<file path="src/rtl/sound_pkg.sv">
// sound_pkg: constants shared by the sound channels: default widths, duty codes
// and the square-wave duty pattern table.
package sound_pkg;
    localparam int FREQ_W_DEF = 11;
    localparam int VOL_W_DEF  = 4;
    localparam int LEN_W_DEF  = 6;
    typedef enum logic [1:0] {
        DUTY_12 = 2'b00,
        DUTY_25 = 2'b01,
        DUTY_50 = 2'b10,
        DUTY_75 = 2'b11
    } duty_e;
    // Row index is the duty code, bit n of a row is the output at duty step n.
    localparam logic [3:0][7:0] DUTY_TABLE = {8'h7E, 8'hE1, 8'h81, 8'h80};
    function automatic logic duty_bit(input logic [1:0] duty, input logic [2:0] step);
        return DUTY_TABLE[duty][step];
    endfunction
endpackage

</file>
<file path="src/rtl/volume_envelope.sv">
// volume_envelope: per-channel volume with a periodic +/-1 envelope, saturating
// at 0 and full scale; shared by the square and noise channels.
module volume_envelope
    import sound_pkg::*;
#(
    parameter int VOL_W = VOL_W_DEF
) (
    input  logic             ac97_bitclk,
    input  logic             reset_b,
    input  logic             trigger,
    input  logic             env_tick,
    input  logic [VOL_W-1:0] initial_volume,
    input  logic             envelope_increasing,
    input  logic [2:0]       num_envelope_sweeps,
    output logic [VOL_W-1:0] volume
);
    logic [2:0] env_cnt;
    always_ff @(posedge ac97_bitclk or negedge reset_b) begin
        if (!reset_b) begin
            env_cnt <= '0;
            volume  <= '0;
        end else if (trigger) begin
            env_cnt <= num_envelope_sweeps;
            volume  <= initial_volume;
        end else if (env_tick && num_envelope_sweeps != 3'd0) begin
            if (env_cnt <= 3'd1) begin
                env_cnt <= num_envelope_sweeps;
                volume  <= envelope_increasing ? (&volume ? volume : volume + 1'b1)
                                               : (volume == '0 ? volume : volume - 1'b1);
            end else begin
                env_cnt <= env_cnt - 3'd1;
            end
        end
    end
endmodule

</file>
<file path="src/rtl/square_channel.sv">
// square_channel: square-wave sound channel with duty, length and envelope control.
// Define SQUARE_SWEEP_EN to build the frequency sweep unit.
module square_channel
    import sound_pkg::*;
#(
    parameter int FREQ_W = FREQ_W_DEF,
    parameter int VOL_W  = VOL_W_DEF,
    parameter int LEN_W  = LEN_W_DEF
) (
    input  logic              ac97_bitclk,
    input  logic              reset_b,
    input  logic              freq_tick,
    input  logic              len_tick,
    input  logic              sweep_tick,
    input  logic              env_tick,
    input  logic              trigger,
    input  logic [2:0]        sweep_time,
    input  logic              sweep_decreasing,
    input  logic [2:0]        num_sweep_shifts,
    input  logic [1:0]        wave_duty,
    input  logic [LEN_W-1:0]  length_data,
    input  logic              dont_loop,
    input  logic [VOL_W-1:0]  initial_volume,
    input  logic              envelope_increasing,
    input  logic [2:0]        num_envelope_sweeps,
    input  logic [FREQ_W-1:0] frequency_data,
    output logic [VOL_W-1:0]  level,
    output logic              on_flag,
    output logic [FREQ_W-1:0] freq_out
);
    logic [FREQ_W-1:0] timer, timer_next, shadow;
    logic [LEN_W-1:0]  len_cnt, len_next;
    logic [2:0]        step, step_next;
    logic [VOL_W-1:0]  volume;
    logic              on_next, sweep_kill;

    volume_envelope #(.VOL_W(VOL_W)) u_env (
        .ac97_bitclk         (ac97_bitclk),
        .reset_b             (reset_b),
        .trigger             (trigger),
        .env_tick            (env_tick),
        .initial_volume      (initial_volume),
        .envelope_increasing (envelope_increasing),
        .num_envelope_sweeps (num_envelope_sweeps),
        .volume              (volume)
    );

`ifdef SQUARE_SWEEP_EN
    logic [2:0]    sweep_cnt;
    logic [FREQ_W:0] sweep_sum;
    assign sweep_sum  = sweep_decreasing ? {1'b0, shadow} - {1'b0, shadow >> num_sweep_shifts}
                                         : {1'b0, shadow} + {1'b0, shadow >> num_sweep_shifts};
    assign sweep_kill = sweep_tick && sweep_time != 3'd0 && sweep_cnt <= 3'd1 && sweep_sum[FREQ_W];
    always_ff @(posedge ac97_bitclk or negedge reset_b) begin
        if (!reset_b) begin
            sweep_cnt <= '0;
            shadow    <= '0;
        end else if (trigger) begin
            sweep_cnt <= sweep_time;
            shadow    <= frequency_data;
        end else if (sweep_tick && sweep_time != 3'd0) begin
            if (sweep_cnt <= 3'd1) begin
                sweep_cnt <= sweep_time;
                if (!sweep_sum[FREQ_W] && num_sweep_shifts != 3'd0)
                    shadow <= sweep_sum[FREQ_W-1:0];
            end else begin
                sweep_cnt <= sweep_cnt - 3'd1;
            end
        end
    end
`else
    logic sweep_unused;
    assign sweep_unused = ^{sweep_tick, sweep_time, sweep_decreasing, num_sweep_shifts};
    assign sweep_kill   = 1'b0;
    always_ff @(posedge ac97_bitclk or negedge reset_b) begin
        if (!reset_b)
            shadow <= '0;
        else
            shadow <= frequency_data;
    end
`endif

    assign freq_out = shadow;

    // The timer counts up from the frequency value, so a full period is
    // 2^FREQ_W - frequency ticks before it wraps out of all-ones.
    always_comb begin
        timer_next = timer;
        step_next  = step;
        len_next   = len_cnt;
        on_next    = on_flag;
        if (trigger) begin
            timer_next = frequency_data;
            step_next  = 3'd0;
            len_next   = LEN_W'(0) - length_data;
            on_next    = initial_volume != '0 || envelope_increasing;
        end else begin
            if (freq_tick) begin
                timer_next = &timer ? shadow : timer + 1'b1;
                step_next  = &timer ? step + 3'd1 : step;
            end
            if (len_tick && dont_loop && len_cnt != '0) begin
                len_next = len_cnt - 1'b1;
                on_next  = len_cnt == LEN_W'(1) ? 1'b0 : on_next;
            end
            on_next = sweep_kill ? 1'b0 : on_next;
        end
    end

    always_ff @(posedge ac97_bitclk or negedge reset_b) begin
        if (!reset_b) begin
            timer   <= '0;
            step    <= '0;
            len_cnt <= '0;
            on_flag <= 1'b0;
            level   <= '0;
        end else begin
            timer   <= timer_next;
            step    <= step_next;
            len_cnt <= len_next;
            on_flag <= on_next;
            level   <= (on_flag && duty_bit(wave_duty, step)) ? volume : '0;
        end
    end
endmodule

</file>
<file path="config.mk">
export PLATFORM = sky130hd
export DESIGN_NAME = square_channel
export DESIGN_NICKNAME = d
export VERILOG_FILES = /design/src/rtl/sound_pkg.sv /design/src/rtl/volume_envelope.sv /design/src/rtl/square_channel.sv
export SDC_FILE = /design/constraint.sdc
export NUM_CORES = 1
export LEC_CHECK = 0
export ABC_AREA = 1
export BUFFER_PORTS_ARGS = -buffer_cell sky130_fd_sc_hd__buf_2
export CAP_MARGIN = 25
export CORE_ASPECT_RATIO = 0.8
export CORE_MARGIN = 2
export CORE_UTILIZATION = 30
export DETAILED_ROUTE_END_ITERATION = 6
export GPL_ROUTABILITY_DRIVEN = 1
export SLEW_MARGIN = 10
export SYNTH_ARGS = -nofsm -noshare
export SYNTH_HDL_FRONTEND = slang
export SYNTH_SLANG_ARGS = --single-unit
</file>
<file path="constraint.sdc">
create_clock -name ac97_bitclk -period 1.57 [get_ports ac97_bitclk]
set_clock_uncertainty 0.1 [all_clocks]
set_input_delay 0.314 -clock ac97_bitclk [delete_from_list [all_inputs] [get_ports ac97_bitclk]]
set_output_delay 0.314 -clock ac97_bitclk [all_outputs]
set_load 0.05 [all_outputs]
</file>
== Word-level counts from Yosys, hierarchy flattened ==
Cells that the tools add are included.

* Add/sub/neg operators: 7
* Magnitude comparators: 3
* Equal/unequal tests: 3
* Multiplexer cells: 25
* Reduce and logical (&&, ||, !) cells: 20

{| class="wikitable"
|+ Operator list
! cell !! count
|-
| 11-bit two-way mux || 3
|-
| 4-bit two-way mux || 7
|-
| 3-bit two-way mux || 6
|-
| 8-bit binary-select mux with 2-bit select || 1
|-
| 6-bit two-way mux || 2
|-
| 2-bit nonzero test || 6
|-
| 11-bit by 1-bit adder with 11-bit output (second input constant) || 1
|-
| 11-bit AND reduction || 1
|-
| 8-bit two-way mux || 1
|-
| 4-bit AND reduction || 2
|-
| 6-bit by 1-bit == test with 1-bit output (second input constant) || 1
|-
| 3-bit inequality test (second input constant) || 2
|-
| 6-bit nonzero test || 1
|-
| 1-bit by 6-bit subtractor with 6-bit output (first input constant) || 1
|-
| 6-bit by 1-bit subtractor with 6-bit output (second input constant) || 1
|-
| 4-bit by 1-bit adder with 4-bit output (second input constant) || 1
|-
| 1-bit logical AND || 4
|-
| 4-bit zero test || 1
|-
| 3-bit by 4-bit less-than comparator with 1-bit output (second input constant) || 1
|-
| 1-bit two-way mux || 4
|-
| 2-bit AND reduction || 2
|-
| 4-bit nonzero test || 1
|-
| 4-bit by 1-bit subtractor with 4-bit output (second input constant) || 1
|-
| 3-bit by 1-bit adder with 3-bit output (second input constant) || 1
|-
| 6 further kinds || 6
|}

* Register bits: 43
* Input bits: 42
* Output and inout port bits: 16
* Word-level logic and storage cells: 66

== Longest topological paths before layout ==
Gate-level depths: netlist (run 1).

* Depth after elaboration: 6
* Mapped depth: 9
* Gate-level depth less buffers: 9

== Modules after synthesis ==
From an unflattened synthesis (run 1), not the netlist that was laid out.

* Cells, all modules: 356
* Area, all modules: 2705.1 um^2

{| class="wikitable"
|+ Modules (own cells, without submodules)
! module !! instances !! cells each !! area each (um^2) !! sequential area each (um^2)
|-
| square_channel || 1 || 269 || 2080.7 || 900.9
|-
| volume_envelope || 1 || 87 || 624.3 || 175.2
|}

== Least setup slack after synthesis (run 1) ==
Ideal clock, no wire load.

* Kind: reg-to-reg
* From: register timer[0]
* To: register timer[0]
* Setup time: 121 ps
* Arrival: 1293 ps
* Data required time: 1349 ps
* Path slack: 55 ps
* Cell stages (with the launch flop): 10
* Path buffers: 1
* Clock period less this slack: 1515 ps
* Path through: dfrtp_1 ha_1 nand3_2 nor2_4 nand3_2 buf_6 inv_2 nand2_1 nand3_1 nand2_1

* Longest elaborated chain between the ends: 4
* Elaborated cells on any way between the ends: 5
* Classes of those cells: 1 x add/sub; 3 x mux; 1 x reduce/logical

{| class="wikitable"
|+ Ends and longest elaborated chain
! what !! RTL line !! source
|-
| start, declared || square_channel.sv:31 || <nowiki>logic [FREQ_W-1:0] timer, timer_next, shadow;</nowiki>
|-
| start signal, assigned || square_channel.sv:118 || <nowiki>timer <= timer_next;</nowiki>
|-
| 11-bit by 1-bit adder with 11-bit output or 11-bit AND reduction (tied branches) || square_channel.sv:99 || <nowiki>timer_next = &timer ? shadow : timer + 1'b1;</nowiki>
|-
| 11-bit two-way mux * || square_channel.sv:99 ||
|-
| 11-bit two-way mux * || square_channel.sv:98 || <nowiki>if (freq_tick) begin</nowiki>
|-
| 11-bit two-way mux * || square_channel.sv:92 || <nowiki>if (trigger) begin</nowiki>
|}

Every way passes the cells marked *; elsewhere a longest branch is shown, timed or not. The select of a mux whose other input is x is not followed.
A chain may end at the register's enable or synchronous reset.

== Worst setup path after layout (run 1) ==
Same ends and word-level chain as after synthesis.

==> run_summary.xml, run 1 <==
<?xml version="1.0" encoding="UTF-8"?>
<metrics>
  <group name="outcome">
    <metric name="status" unit="">complete, no violations</metric>
  </group>
  <group name="pwr">
    <metric name="sw_frac_of_total" unit="%">36.5</metric>
    <metric name="power_leakage" unit="uW">0.00180</metric>
    <metric name="intPower" unit="uW">2140</metric>
    <metric name="comb_power_share" unit="%">34.8</metric>
    <metric name="power.density" unit="mW/mm2">994</metric>
    <metric name="p_switching" unit="uW">1230</metric>
    <metric name="clockPowerShare" unit="%">22.7</metric>
    <metric name="power_frac_seq" unit="%">42.6</metric>
    <metric name="vdd.ir_drop.worst" unit="uV">376</metric>
  </group>
  <group name="placement">
    <metric name="gp_routability_congestion" unit="">0.798</metric>
    <metric name="dpl_cell_area" unit="mm2">0.00318</metric>
    <metric name="port_buffers" unit="">49</metric>
    <metric name="dpl.hpwl" unit="mm">4.79</metric>
  </group>
  <group name="detailed_routing">
    <metric name="avgViaCountPerCell" unit="">4.51</metric>
    <metric name="wire_per_inst" unit="um">11.4</metric>
    <metric name="detailroute.via_count" unit="">2427</metric>
    <metric name="route.detailed.drc" unit="">0</metric>
    <metric name="first_iter_violations" unit="">69</metric>
    <metric name="route.layer.met1.wl" unit="mm">3.08</metric>
    <metric name="route.met2.wl" unit="mm">2.80</metric>
    <metric name="met3WireLength" unit="um">186</metric>
    <metric name="drt-pass1-iter-count" unit="">6</metric>
    <metric name="top_layer" unit="">met4</metric>
    <metric name="overall_routed_net_length" unit="mm">6.14</metric>
    <metric name="antenna_violating_nets_post_route" unit="">0</metric>
  </group>
  <group name="timing">
    <metric name="accumulated_negative_setup_slack" unit="ns">0</metric>
    <metric name="finalWorstPathRequiredPeriod" unit="ns">1.54</metric>
    <metric name="max_slew_margin" unit="%">44.4</metric>
    <metric name="finalSetupViolCount" unit="">0</metric>
    <metric name="achievable-frequency" unit="MHz">650</metric>
    <metric name="worst_pin_slew" unit="ns">0.831</metric>
    <metric name="final-hold-violation-count" unit="">0</metric>
    <metric name="finalCritPeriodShare" unit="%">98.0</metric>
    <metric name="worst_hold_slack" unit="ns">0.0406</metric>
    <metric name="grt_setup_unrepaired" unit="">true</metric>
    <metric name="drv_slew" unit="">0</metric>
  </group>
  <group name="final_layout">
    <metric name="finalNetCount" unit="">480</metric>
    <metric name="final_cell_mix" unit="">nand2_1, buf_2, dfrtp_1, inv_1, nand3_1</metric>
    <metric name="mostFrequentLayoutCell" unit="">nand2_1</metric>
    <metric name="final_core_util" unit="%">40.1</metric>
    <metric name="antenna_cells" unit="">0</metric>
    <metric name="design_area" unit="mm2">0.00339</metric>
    <metric name="drive_above_1_share" unit="%">24.9</metric>
    <metric name="syn_to_final_growth" unit="%">30.6</metric>
  </group>
  <group name="floorplan">
    <metric name="area_enclosed_by_the_die_boundary" unit="mm2">0.00941</metric>
    <metric name="coreArea" unit="mm2">0.00845</metric>
    <metric name="starting_utilization_of_the_core_area" unit="%">30.7</metric>
    <metric name="io-pin-count" unit="">58</metric>
    <metric name="rows" unit="">30</metric>
    <metric name="die_h" unit="um">87.1</metric>
    <metric name="die_w" unit="um">108</metric>
  </group>
  <group name="critical_path">
    <metric name="register_to_register_setup_slack" unit="ns">0.03</metric>
    <metric name="timing.setup.critical_path_class" unit="">reg2reg</metric>
    <metric name="arrival" unit="ns">1.61</metric>
    <metric name="setup.worst_path.start_class" unit="">flip-flop</metric>
    <metric name="stage_delay_of_the_slowest_cell_on_the_critical_path" unit="ns">0.41</metric>
    <metric name="r2r_cells" unit="">9</metric>
    <metric name="crit_path_slowest_cell" unit="">dfrtp_1</metric>
    <metric name="max_fanout_on_critical_path" unit="">7</metric>
    <metric name="critical-path-top-cell-by-count" unit="">nand3_4</metric>
    <metric name="worstPathCellList" unit="">ha_4 -&gt; nand3_4 -&gt; nor2_4 -&gt; nand3_4 -&gt; buf_12 -&gt; clkinv_8 -&gt; nand2_4 -&gt; nand3_2 -&gt; nand2_1</metric>
    <metric name="critical_path_required" unit="ns">1.65</metric>
    <metric name="critical_path_sink_type" unit="">flip-flop</metric>
  </group>
  <group name="global_routing">
    <metric name="grt.total_usage" unit="%">14.0</metric>
    <metric name="global_route_wire_length_before_repair" unit="mm">10.6</metric>
    <metric name="antenna_found_initial" unit="">0</metric>
    <metric name="grt_max_degree" unit="">27</metric>
    <metric name="grt.overflow.total" unit="">0</metric>
    <metric name="grt_pass1_vias" unit="">2372</metric>
  </group>
  <group name="synthesis">
    <metric name="synth_sequential_area_ratio" unit="%">41.5</metric>
    <metric name="syn_area" unit="mm2">0.00259</metric>
    <metric name="post_synth_num_cell_types" unit="">29</metric>
    <metric name="syn-num-nets" unit="">401</metric>
    <metric name="netlist_instances" unit="">346</metric>
    <metric name="synth_warnings" unit="">0</metric>
    <metric name="ys_seq_elements" unit="">43</metric>
    <metric name="syn_area_per_cell" unit="um2">7.49</metric>
  </group>
  <group name="clocking">
    <metric name="cts_inserted_buffers" unit="">5</metric>
    <metric name="clk_latency_worst_skew_pair" unit="ns">0.29</metric>
    <metric name="tritoncts_num_sinks" unit="">43</metric>
    <metric name="maximum_buffer_depth_of_the_clock_tree" unit="">2</metric>
    <metric name="clk_root_buffer_cell" unit="">clkbuf_8</metric>
    <metric name="worst_setup_hold_path_clk_slew" unit="ns">0.08</metric>
    <metric name="ctsHtreeMaxLevel" unit="">2</metric>
    <metric name="cts_tree" unit="">yes</metric>
  </group>
  <group name="hold_path">
    <metric name="min_delay_path_depth" unit="">1</metric>
    <metric name="holdCritPathClass" unit="">in2reg</metric>
  </group>
  <group name="job">
    <metric name="max_capacitance_violation_total" unit="">0</metric>
  </group>
</metrics>
[per-layer routing]
layer | vias to the layer above | track usage [%]
met5 | - | 0
met4 | 0 | 4.31
met3 | 6 | 2.02
met2 | 39 | 22.5
met1 | 1105 | 19.6
li1 | 1277 | -
[final cells by class]
class / count / area (um2)
clock buffers: 8 / 100
fillers: 864 / 5060
inverters: 44 / 178
multi-input cells: 252 / 1390
flip-flops and latches: 43 / 1080
well taps: 112 / 140
repair buffers: 79 / 502
[metrics by stage]
stage | setup slack (ns) | std cells | power, uW
6_report | 0.0308 | 538 | 3370
5_1_grt | -0.0459 | 538 | 3650
4_1_cts | 0.00644 | 538 | 3370
3_5_place_dp | -0.0440 | 529 | 2590
3_3_place_gp | -0.0143 | 529 | 2550
2_1_floorplan | 0.0551 | 346 | 2200
[flip-flops by register name (all words and copies together), names as in the netlist]
register	cells
u_env.volume	4
freq_out	11
on_flag	1
len_cnt	6
timer	11
level	4
u_env.env_cnt	3
step	3
[power by group through the flow]
| stage | clock, uW | combinational, uW | sequential [uW] |
|---|---|---|---|
| detailed placement | 0 | 1140 | 1450 |
| floorplan | 0 | 613 | 1590 |
| global placement | 0 | 1110 | 1440 |
| global route | 846 | 1340 | 1460 |
| finish | 764 | 1170 | 1430 |
| CTS | 794 | 1150 | 1430 |
[repair_timing]
item,4_1_cts,5_1_grt
endpoints found under the setup margin,6,19
hold endpoints to repair,17,0
hold buffers,1,0
gates resized for setup,1,24
pin swaps,0,3
setup buffers,0,0
[Yosys cell counts]
cell	number	area (um2)
nand2_1	103	387
dfrtp_1	43	1080
inv_1	42	158
nand3_1	37	185
nor2_1	31	116
o21ai_0	21	105
ha_1	12	150
a22oi_1	11	82.6
nand4_1	7	43.8
xor2_1	7	61.3
xnor2_1	4	35.0
a21oi_1	3	15.0
buf_2	2	10.0
buf_6	2	22.5
clkbuf_1	2	7.51
inv_2	2	7.51
nand3_2	2	20.0
nand3b_1	2	15.0
nor2_2	2	12.5
nor3_1	2	10.0
a31oi_1	1	6.26
and2_1	1	6.26
and3_1	1	6.26
buf_1	1	3.75
fa_1	1	20.0
nand2_2	1	6.26
nor2_4	1	11.3
o211ai_1	1	7.51
o21ai_1	1	5.00
[worst paths after layout]
kind                                              startpoint                      endpoint
worst max-delay path                    timer[0]$_DFFE_PN0P_          timer[0]$_DFFE_PN0P_
worst max register to register          timer[0]$_DFFE_PN0P_          timer[0]$_DFFE_PN0P_
min in group asynchronous                            reset_b          timer[4]$_DFFE_PN0P_
max in group asynchronous                            reset_b           on_flag$_DFFE_PN0P_
worst min register to register  u_env.env_cnt[2]$_DFFE_PN0P_  u_env.env_cnt[2]$_DFFE_PN0P_
worst min-delay path                       frequency_data[4]         freq_out[4]$_DFF_PN0_
[critical path, delay by kind of cell (launching register included)]
family                     cells  cell delay, ns
and+or+nand+nor                6            0.52
adders and majority gates      1            0.16
DFF                            1            0.41
buffers and inverters          2            0.23
[cell families (layout without fill, tap and decap cells)]
kind of cell	count (synthesis)	count (layout)	synth area share, %
adders and majority gates	13	13	6.56
and+or+nand+nor	190	190	31.6
buffers and inverters	51	131	8.06
DFF	43	43	41.5
xor gates and xnor gates	11	11	3.72
AOI/OAI and AO/OA	38	38	8.54
(Power assumes the default switching activity.)
==> inputs of run 2 (changes only) <==
--- a/config.mk
+++ b/config.mk
@@ -16,4 +16,5 @@
 export SLEW_MARGIN = 10
 export SYNTH_ARGS = -nofsm -noshare
 export SYNTH_HDL_FRONTEND = slang
+export SYNTH_HIERARCHICAL = 1
 export SYNTH_SLANG_ARGS = --single-unit
==> run 2 against run 1 <==
Worst hold slack improved by 0.0070 ns; worst setup slack better by 0.0013 ns; wire length rose by 5.1%; maximum frequency about the same; combinational power increased by 10%; die area increased by 4.2%; core utilization up 0.68 points; global-route usage shrank 0.48 points; critical endpoint is now timer[10]$_DFFE_PN0P_.
==> run_summary.xml, run 2 <==
<?xml version="1.0" encoding="UTF-8"?>
<metrics>
  <group name="detailed_routing">
    <metric name="route.met2.wl" unit="mm">2.91</metric>
    <metric name="route.layer.met1.wl" unit="mm">3.18</metric>
    <metric name="route.detailed.drc" unit="">0</metric>
    <metric name="overall_routed_net_length" unit="mm">6.45</metric>
    <metric name="met3WireLength" unit="um">287</metric>
    <metric name="first_iter_violations" unit="">168</metric>
    <metric name="wire_per_inst" unit="um">11.7</metric>
    <metric name="top_layer" unit="">met4</metric>
    <metric name="avgViaCountPerCell" unit="">4.56</metric>
    <metric name="detailroute.via_count" unit="">2512</metric>
    <metric name="drt-pass1-iter-count" unit="">4</metric>
    <metric name="antenna_violating_nets_post_route" unit="">0</metric>
  </group>
  <group name="hold_path">
    <metric name="min_delay_path_depth" unit="">1</metric>
    <metric name="hp-start" unit="">frequency_data[1]</metric>
    <metric name="worst_hold_path.endpoint" unit="">freq_out[1]$_DFF_PN0_</metric>
    <metric name="holdCritPathClass" unit="">in2reg</metric>
  </group>
  <group name="critical_path">
    <metric name="worst_r2r_startpoint" unit="">timer[1]$_DFFE_PN0P_</metric>
    <metric name="arrival" unit="ns">1.60</metric>
    <metric name="critical_path_sink_type" unit="">flip-flop</metric>
    <metric name="critical_path.n_buffers_inverters" unit="">1</metric>
    <metric name="setup.worst_path.start_class" unit="">flip-flop</metric>
    <metric name="critical_path.reg2reg.endpoint" unit="">timer[10]$_DFFE_PN0P_</metric>
    <metric name="timing.critical_path.max_delay_family" unit="">simple AND/OR/NAND/NOR gates</metric>
    <metric name="critical-path-top-cell-by-count" unit="">nand3_4</metric>
    <metric name="register_to_register_setup_slack" unit="ns">0.03</metric>
    <metric name="stage_delay_of_the_slowest_cell_on_the_critical_path" unit="ns">0.41</metric>
    <metric name="worstPathCellList" unit="">ha_4 -&gt; nand3_4 -&gt; nor2_4 -&gt; buf_6 -&gt; nand3_4 -&gt; nor2_1 -&gt; o21ai_1</metric>
    <metric name="max_fanout_on_critical_path" unit="">7</metric>
    <metric name="timing.setup.critical_path_class" unit="">reg2reg</metric>
    <metric name="crit_path_slowest_cell" unit="">dfrtp_1</metric>
    <metric name="r2r_cells" unit="">7</metric>
    <metric name="critical_path_required" unit="ns">1.64</metric>
  </group>
  <group name="global_routing">
    <metric name="grt.total_usage" unit="%">13.5</metric>
    <metric name="antenna_found_initial" unit="">0</metric>
    <metric name="grt_pass1_vias" unit="">2296</metric>
    <metric name="grt.overflow.total" unit="">0</metric>
    <metric name="global_route_wire_length_before_repair" unit="mm">10.4</metric>
    <metric name="grt_max_degree" unit="">44</metric>
  </group>
  <group name="floorplan">
    <metric name="starting_utilization_of_the_core_area" unit="%">31.3</metric>
    <metric name="die_w" unit="um">110</metric>
    <metric name="die_h" unit="um">88.9</metric>
    <metric name="io-pin-count" unit="">58</metric>
    <metric name="rows" unit="">30</metric>
    <metric name="coreArea" unit="mm2">0.00863</metric>
    <metric name="area_enclosed_by_the_die_boundary" unit="mm2">0.00980</metric>
  </group>
  <group name="outcome">
    <metric name="status" unit="">complete, no violations</metric>
  </group>
  <group name="synthesis">
    <metric name="synth_top_flop_cell" unit="">dfrtp_1</metric>
    <metric name="ys_async_sr_fraction" unit="%">100</metric>
    <metric name="synth.area.top_cells" unit="">dfrtp_1, nand2_1, nand3_1, ha_1, inv_1</metric>
    <metric name="syn_area" unit="mm2">0.00271</metric>
    <metric name="synth_warnings" unit="">6</metric>
    <metric name="ys_seq_elements" unit="">43</metric>
    <metric name="syn-num-nets" unit="">411</metric>
    <metric name="cell_with_the_most_instances_after_synthesis" unit="">nand2_1</metric>
    <metric name="post_synthesis_cell_type_with_the_largest_combined_area" unit="">dfrtp_1</metric>
    <metric name="synth_enable_flop_cells" unit="">0</metric>
    <metric name="post_synth_num_cell_types" unit="">34</metric>
    <metric name="synth_sequential_area_ratio" unit="%">39.8</metric>
    <metric name="netlist_instances" unit="">356</metric>
    <metric name="syn_area_per_cell" unit="um2">7.60</metric>
    <metric name="synth_top_cell_area_share" unit="%">39.8</metric>
    <metric name="synth_top_cells_by_count" unit="">nand2_1, dfrtp_1, inv_1</metric>
  </group>
  <group name="final_layout">
    <metric name="mostFrequentLayoutCell" unit="">nand2_1</metric>
    <metric name="design_area" unit="mm2">0.00352</metric>
    <metric name="final_core_util" unit="%">40.8</metric>
    <metric name="final_cell_mix" unit="">nand2_1, buf_2, dfrtp_1, inv_1, nand3_1</metric>
    <metric name="syn_to_final_growth" unit="%">30.2</metric>
    <metric name="finalNetCount" unit="">493</metric>
    <metric name="antenna_cells" unit="">0</metric>
    <metric name="drive_above_1_share" unit="%">29.2</metric>
  </group>
  <group name="pwr">
    <metric name="p_total" unit="uW">3730</metric>
    <metric name="power_leakage" unit="uW">0.00182</metric>
    <metric name="vdd.ir_drop.worst" unit="uV">365</metric>
    <metric name="power.density" unit="mW/mm2">1060</metric>
  </group>
  <group name="timing">
    <metric name="worst_pin_slew" unit="ns">0.359</metric>
    <metric name="grt_setup_unrepaired" unit="">true</metric>
    <metric name="drv_slew" unit="">0</metric>
    <metric name="finalSetupViolCount" unit="">0</metric>
    <metric name="achievable-frequency" unit="MHz">650</metric>
    <metric name="finalCritPeriodShare" unit="%">98.0</metric>
    <metric name="final-hold-violation-count" unit="">0</metric>
    <metric name="max_slew_margin" unit="%">75.9</metric>
    <metric name="finalWorstPathRequiredPeriod" unit="ns">1.54</metric>
  </group>
  <group name="job">
    <metric name="max_capacitance_violation_total" unit="">0</metric>
  </group>
  <group name="clocking">
    <metric name="worst_setup_hold_path_clk_slew" unit="ns">0.06</metric>
    <metric name="clk_latency_worst_skew_pair" unit="ns">0.28</metric>
    <metric name="clk_root_buffer_cell" unit="">clkbuf_16</metric>
    <metric name="ctsHtreeMaxLevel" unit="">2</metric>
    <metric name="cts_inserted_buffers" unit="">5</metric>
    <metric name="tritoncts_num_sinks" unit="">43</metric>
    <metric name="cts_tree" unit="">yes</metric>
    <metric name="maximum_buffer_depth_of_the_clock_tree" unit="">2</metric>
  </group>
  <group name="placement">
    <metric name="gp_routability_congestion" unit="">0.849</metric>
    <metric name="port_buffers" unit="">49</metric>
    <metric name="dpl_cell_area" unit="mm2">0.00327</metric>
    <metric name="dpl.hpwl" unit="mm">4.78</metric>
  </group>
</metrics>
-- run 2: cell count changes after synthesis, sizes merged, moves of 2 or more --
cell	delta
a22oi	-3
nand2	+11
nand3	-2
nor2	+3
o211ai	+3
o21ai	+5
o21bai	+2
or2	+2
xnor2	-2
xor2	-5
-- run 2: worst max path at each step --
stage	startpoint	to	slack, ns	cells after the start
5_1_grt	timer[7]$_DFFE_PN0P_	step[2]$_DFFE_PN0P_	-0.05	7
6_report	timer[1]$_DFFE_PN0P_	timer[10]$_DFFE_PN0P_	0.03	7
3_5_place_dp	envelope_increasing	u_env/volume[3]$_DFFE_PN0P_	-0.002	9
3_3_place_gp	timer[0]$_DFFE_PN0P_	timer[9]$_DFFE_PN0P_	0.0005	8
2_1_floorplan	timer[0]$_DFFE_PN0P_	timer[0]$_DFFE_PN0P_	0.03	7
4_1_cts	timer[1]$_DFFE_PN0P_	step[2]$_DFFE_PN0P_	0.03	8
-- run 2: cell families (layout without fill, tap and decap cells) --
group	after synthesis	in the layout	synth area share (%)
compound gates	46	46	10.9
xor+xnor	4	4	1.30
fa+ha+maj	13	13	6.29
buf+inv	50	132	7.68
flops	43	43	39.8
simple gates	200	201	34.1
-- run 2: power by group --
group	internal (uW)	leakage, uW	switching (uW)
Sequential	1280	0.000527	152
Clock	587	0.0000669	430
Combinational	511	0.00123	776
-- run 2: final cells by class --
cell class	instances	area, um2
fill	878	5110
timing repair buffer	80	500
clock buffer	6	129
sequential	43	1080
inverter	44	168
clock inverter	2	12.5
multi-input combinational	264	1500
tap	112	140
-- run 2: worst register-to-register path: cells and delay by family, from the launching register on --
family                     cells  cell delay [ns]
DFF                            1             0.41
AOI/OAI and AO/OA              1             0.08
buffers and inverters          1             0.12
and+or+nand+nor                4             0.53
adders and majority gates      1             0.19
-- run 2: timing repair --
item                       CTS  global route
resized for setup            0            16
hold endpoints to repair    43             0
pin swaps                    1             9
buffers inserted             0             2
setup endpoints to repair    2            15
hold buffers                 1             0
cloned                       1             0
-- run 2: layer usage --
metal,track usage [%],vias up
li1,-,1322
met1,19.2,1130
met2,21.4,53
met3,2.19,7
met4,4.09,0
met5,0,-
-- run 2: through the flow --
| step | hold WS [ns] | std cells | worst slack [ns] | TNS (ns) |
|---|---|---|---|---|
| final | 0.0477 | 551 | 0.0322 | 0 |
| after global routing | 0.0431 | 551 | -0.0532 | -0.220 |
| after CTS | 0.0424 | 549 | 0.0278 | 0 |
| after detailed placement | 0.208 | 539 | -0.00166 | -0.00166 |
| after global placement | 0.212 | 539 | 0.000526 | 0 |
| after floorplan | -0.0816 | 356 | 0.0330 | 0 |
==> inputs of run 3 (changes only) <==
--- a/config.mk
+++ b/config.mk
@@ -6,13 +6,14 @@
 export NUM_CORES = 1
 export LEC_CHECK = 0
 export ABC_AREA = 1
-export BUFFER_PORTS_ARGS = -buffer_cell sky130_fd_sc_hd__buf_2
 export CAP_MARGIN = 25
 export CORE_ASPECT_RATIO = 0.8
 export CORE_MARGIN = 2
 export CORE_UTILIZATION = 30
 export DETAILED_ROUTE_END_ITERATION = 6
+export DONT_BUFFER_PORTS = 1
 export GPL_ROUTABILITY_DRIVEN = 1
+export PLACE_DENSITY = 0.53
 export SLEW_MARGIN = 10
 export SYNTH_ARGS = -nofsm -noshare
 export SYNTH_HDL_FRONTEND = slang
==> run 3 against run 2 <==
Worst setup slack gained 0.052 ns; first-iteration DRC count decreased by 38%; via count shrank 5.6%; largest cell class unchanged; highest routed layer unchanged.
==> run_summary.xml, run 3 (synthesis gave the netlist of run 2 again) <==
<?xml version="1.0" encoding="UTF-8"?>
<metrics>
  <group name="critical_path">
    <metric name="max_fanout_on_critical_path" unit="">8</metric>
    <metric name="crit_path_slowest_cell" unit="">dfrtp_1</metric>
    <metric name="critical_path_required" unit="ns">1.64</metric>
    <metric name="timing.setup.critical_path_class" unit="">reg2reg</metric>
    <metric name="critical-path-top-cell-by-count" unit="">nand3_4</metric>
    <metric name="critical_path_sink_type" unit="">flip-flop</metric>
    <metric name="setup.worst_path.start_class" unit="">flip-flop</metric>
    <metric name="stage_delay_of_the_slowest_cell_on_the_critical_path" unit="ns">0.40</metric>
    <metric name="worstPathCellList" unit="">ha_4 -&gt; nand3_4 -&gt; nor2_4 -&gt; nand3_4 -&gt; buf_12 -&gt; o211ai_2 -&gt; nand2_1</metric>
    <metric name="arrival" unit="ns">1.55</metric>
  </group>
  <group name="floorplan">
    <metric name="io-pin-count" unit="">58</metric>
    <metric name="starting_utilization_of_the_core_area" unit="%">31.3</metric>
    <metric name="die_w" unit="um">110</metric>
    <metric name="rows" unit="">30</metric>
    <metric name="coreArea" unit="mm2">0.00863</metric>
    <metric name="die_h" unit="um">88.9</metric>
    <metric name="area_enclosed_by_the_die_boundary" unit="mm2">0.00980</metric>
  </group>
  <group name="timing">
    <metric name="finalWorstPathRequiredPeriod" unit="ns">1.49</metric>
    <metric name="finalCritPeriodShare" unit="%">94.6</metric>
    <metric name="final-hold-violation-count" unit="">0</metric>
    <metric name="accumulated_negative_setup_slack" unit="ns">0</metric>
    <metric name="achievable-frequency" unit="MHz">673</metric>
    <metric name="grt_setup_unrepaired" unit="">true</metric>
    <metric name="finalSetupViolCount" unit="">0</metric>
    <metric name="worst_pin_slew" unit="ns">0.507</metric>
    <metric name="worst_hold_slack" unit="ns">0.0714</metric>
    <metric name="drv_slew" unit="">0</metric>
    <metric name="max_slew_margin" unit="%">66.2</metric>
  </group>
  <group name="clocking">
    <metric name="tritoncts_num_sinks" unit="">43</metric>
    <metric name="ctsHtreeMaxLevel" unit="">2</metric>
    <metric name="clk_latency_worst_skew_pair" unit="ns">0.28</metric>
    <metric name="cts_inserted_buffers" unit="">5</metric>
    <metric name="cts_tree" unit="">yes</metric>
    <metric name="maximum_buffer_depth_of_the_clock_tree" unit="">2</metric>
    <metric name="clk_root_buffer_cell" unit="">clkbuf_16</metric>
    <metric name="worst_setup_hold_path_clk_slew" unit="ns">0.06</metric>
  </group>
  <group name="detailed_routing">
    <metric name="first_iter_violations" unit="">104</metric>
    <metric name="wire_per_inst" unit="um">12.3</metric>
    <metric name="antenna_violating_nets_post_route" unit="">0</metric>
    <metric name="avgViaCountPerCell" unit="">4.58</metric>
    <metric name="route.detailed.drc" unit="">0</metric>
    <metric name="drt-pass1-iter-count" unit="">4</metric>
    <metric name="detailroute.via_count" unit="">2372</metric>
    <metric name="overall_routed_net_length" unit="mm">6.37</metric>
  </group>
  <group name="final_layout">
    <metric name="drive_above_1_share" unit="%">21.4</metric>
    <metric name="mostFrequentLayoutCell" unit="">nand2_1</metric>
    <metric name="antenna_cells" unit="">0</metric>
    <metric name="finalNetCount" unit="">460</metric>
    <metric name="final_cell_mix" unit="">nand2_1, dfrtp_1, inv_1, buf_4, nand3_1</metric>
    <metric name="syn_to_final_growth" unit="%">27.2</metric>
    <metric name="layout.cells.non_filler" unit="">518</metric>
    <metric name="final_core_util" unit="%">39.9</metric>
  </group>
  <group name="pwr">
    <metric name="vdd.ir_drop.worst" unit="uV">441</metric>
    <metric name="power.density" unit="mW/mm2">1090</metric>
    <metric name="power_leakage" unit="uW">0.00171</metric>
  </group>
  <group name="placement">
    <metric name="gp_routability_congestion" unit="">0.804</metric>
    <metric name="port_buffers" unit="">0</metric>
    <metric name="dpl.hpwl" unit="mm">4.72</metric>
    <metric name="dpl.cell_count" unit="">496</metric>
  </group>
  <group name="global_routing">
    <metric name="global_route_wire_length_before_repair" unit="mm">10.7</metric>
    <metric name="grt.total_usage" unit="%">14.0</metric>
    <metric name="grt_pass1_vias" unit="">2242</metric>
    <metric name="antenna_found_initial" unit="">0</metric>
    <metric name="grt_max_degree" unit="">44</metric>
    <metric name="grt.overflow.total" unit="">0</metric>
  </group>
  <group name="job">
    <metric name="max_capacitance_violation_total" unit="">0</metric>
  </group>
  <group name="hold_path">
    <metric name="holdCritPathClass" unit="">in2reg</metric>
  </group>
  <group name="outcome">
    <metric name="status" unit="">complete, no violations</metric>
  </group>
</metrics>
## run 3: cell count changes in the layout (fill, tap and decap cells not counted), sizes merged
cell         before  now
buf              79   36
dlygate4sd3       1   12
clkbuf            6    7
clkinv            1    0
nand3            38   37
## run 3: worst max-delay path, delay by kind of cell, from the launching register on
| family | cells | cell delay (ns) |
|---|---|---|
| DFF | 1 | 0.40 |
| buffers and inverters | 1 | 0.17 |
| AOI/OAI and AO/OA | 1 | 0.12 |
| and+or+nand+nor | 4 | 0.40 |
| adders and majority gates | 1 | 0.18 |
## run 3: final timing paths
| path | start | to | slack [ns] | cells after the start |
|---|---|---|---|---|
| worst max-delay path | timer[1]$_DFFE_PN0P_ | timer[3]$_DFFE_PN0P_ | 0.08 | 7 |
| worst max register to register | timer[1]$_DFFE_PN0P_ | timer[3]$_DFFE_PN0P_ | 0.08 | 7 |
| worst min-delay path | frequency_data[4] | timer[4]$_DFFE_PN0P_ | 0.07 | 2 |
| max in group asynchronous | reset_b | timer[7]$_DFFE_PN0P_ | 0.72 | 2 |
| min in group asynchronous | reset_b | timer[5]$_DFFE_PN0P_ | 0.46 | 2 |
| worst min register to register | len_cnt[5]$_DFFE_PN0P_ | len_cnt[5]$_DFFE_PN0P_ | 0.42 | 2 |
## run 3: per-stage QoR
| step | setup slack, ns | power, uW | cell area, um2 |
|---|---|---|---|
| 3_3_place_gp | -0.0224 | 2560 | 3070 |
| 3_5_place_dp | -0.0279 | 2570 | 3070 |
| 5_1_grt | -0.0315 | 4040 | 3440 |
| 2_1_floorplan | 0.0330 | 2260 | 2710 |
| 4_1_cts | 0.0332 | 3760 | 3390 |
| 6_report | 0.0843 | 3740 | 3440 |
## run 3: cell type report
class	count	area [um2]
sequential	43	1080
fill	881	5190
clock inverter	1	7.51
multi-input combinational	263	1470
timing repair buffer	48	423
clock buffer	7	153
tap	112	140
inverter	44	168
## run 3: report_power, final
group	internal, uW	total (uW)	leakage [uW]	switching [uW]
clock	676	1100	0.0000761	426
sequential	1280	1530	0.000527	251
combinational	486	1110	0.00111	623
## run 3: per-layer routing
layer | vias to the layer above | share of wire, % | global-route usage [%]
met4 | 0 | 1.1 | 4.09
met1 | 1086 | 52 | 20.4
met3 | 5 | 3.8 | 3.21
met2 | 30 | 43 | 20.9
li1 | 1251 | - | -
met5 | - | 0 | 0
## run 3: timing repair
item	4_1_cts	5_1_grt
hold endpoints to repair	54	0
hold buffers	13	0
endpoints found under the setup margin	1	18
cloned	0	0
buffers inserted	0	1
resized for setup	2	11
pin swaps	0	5
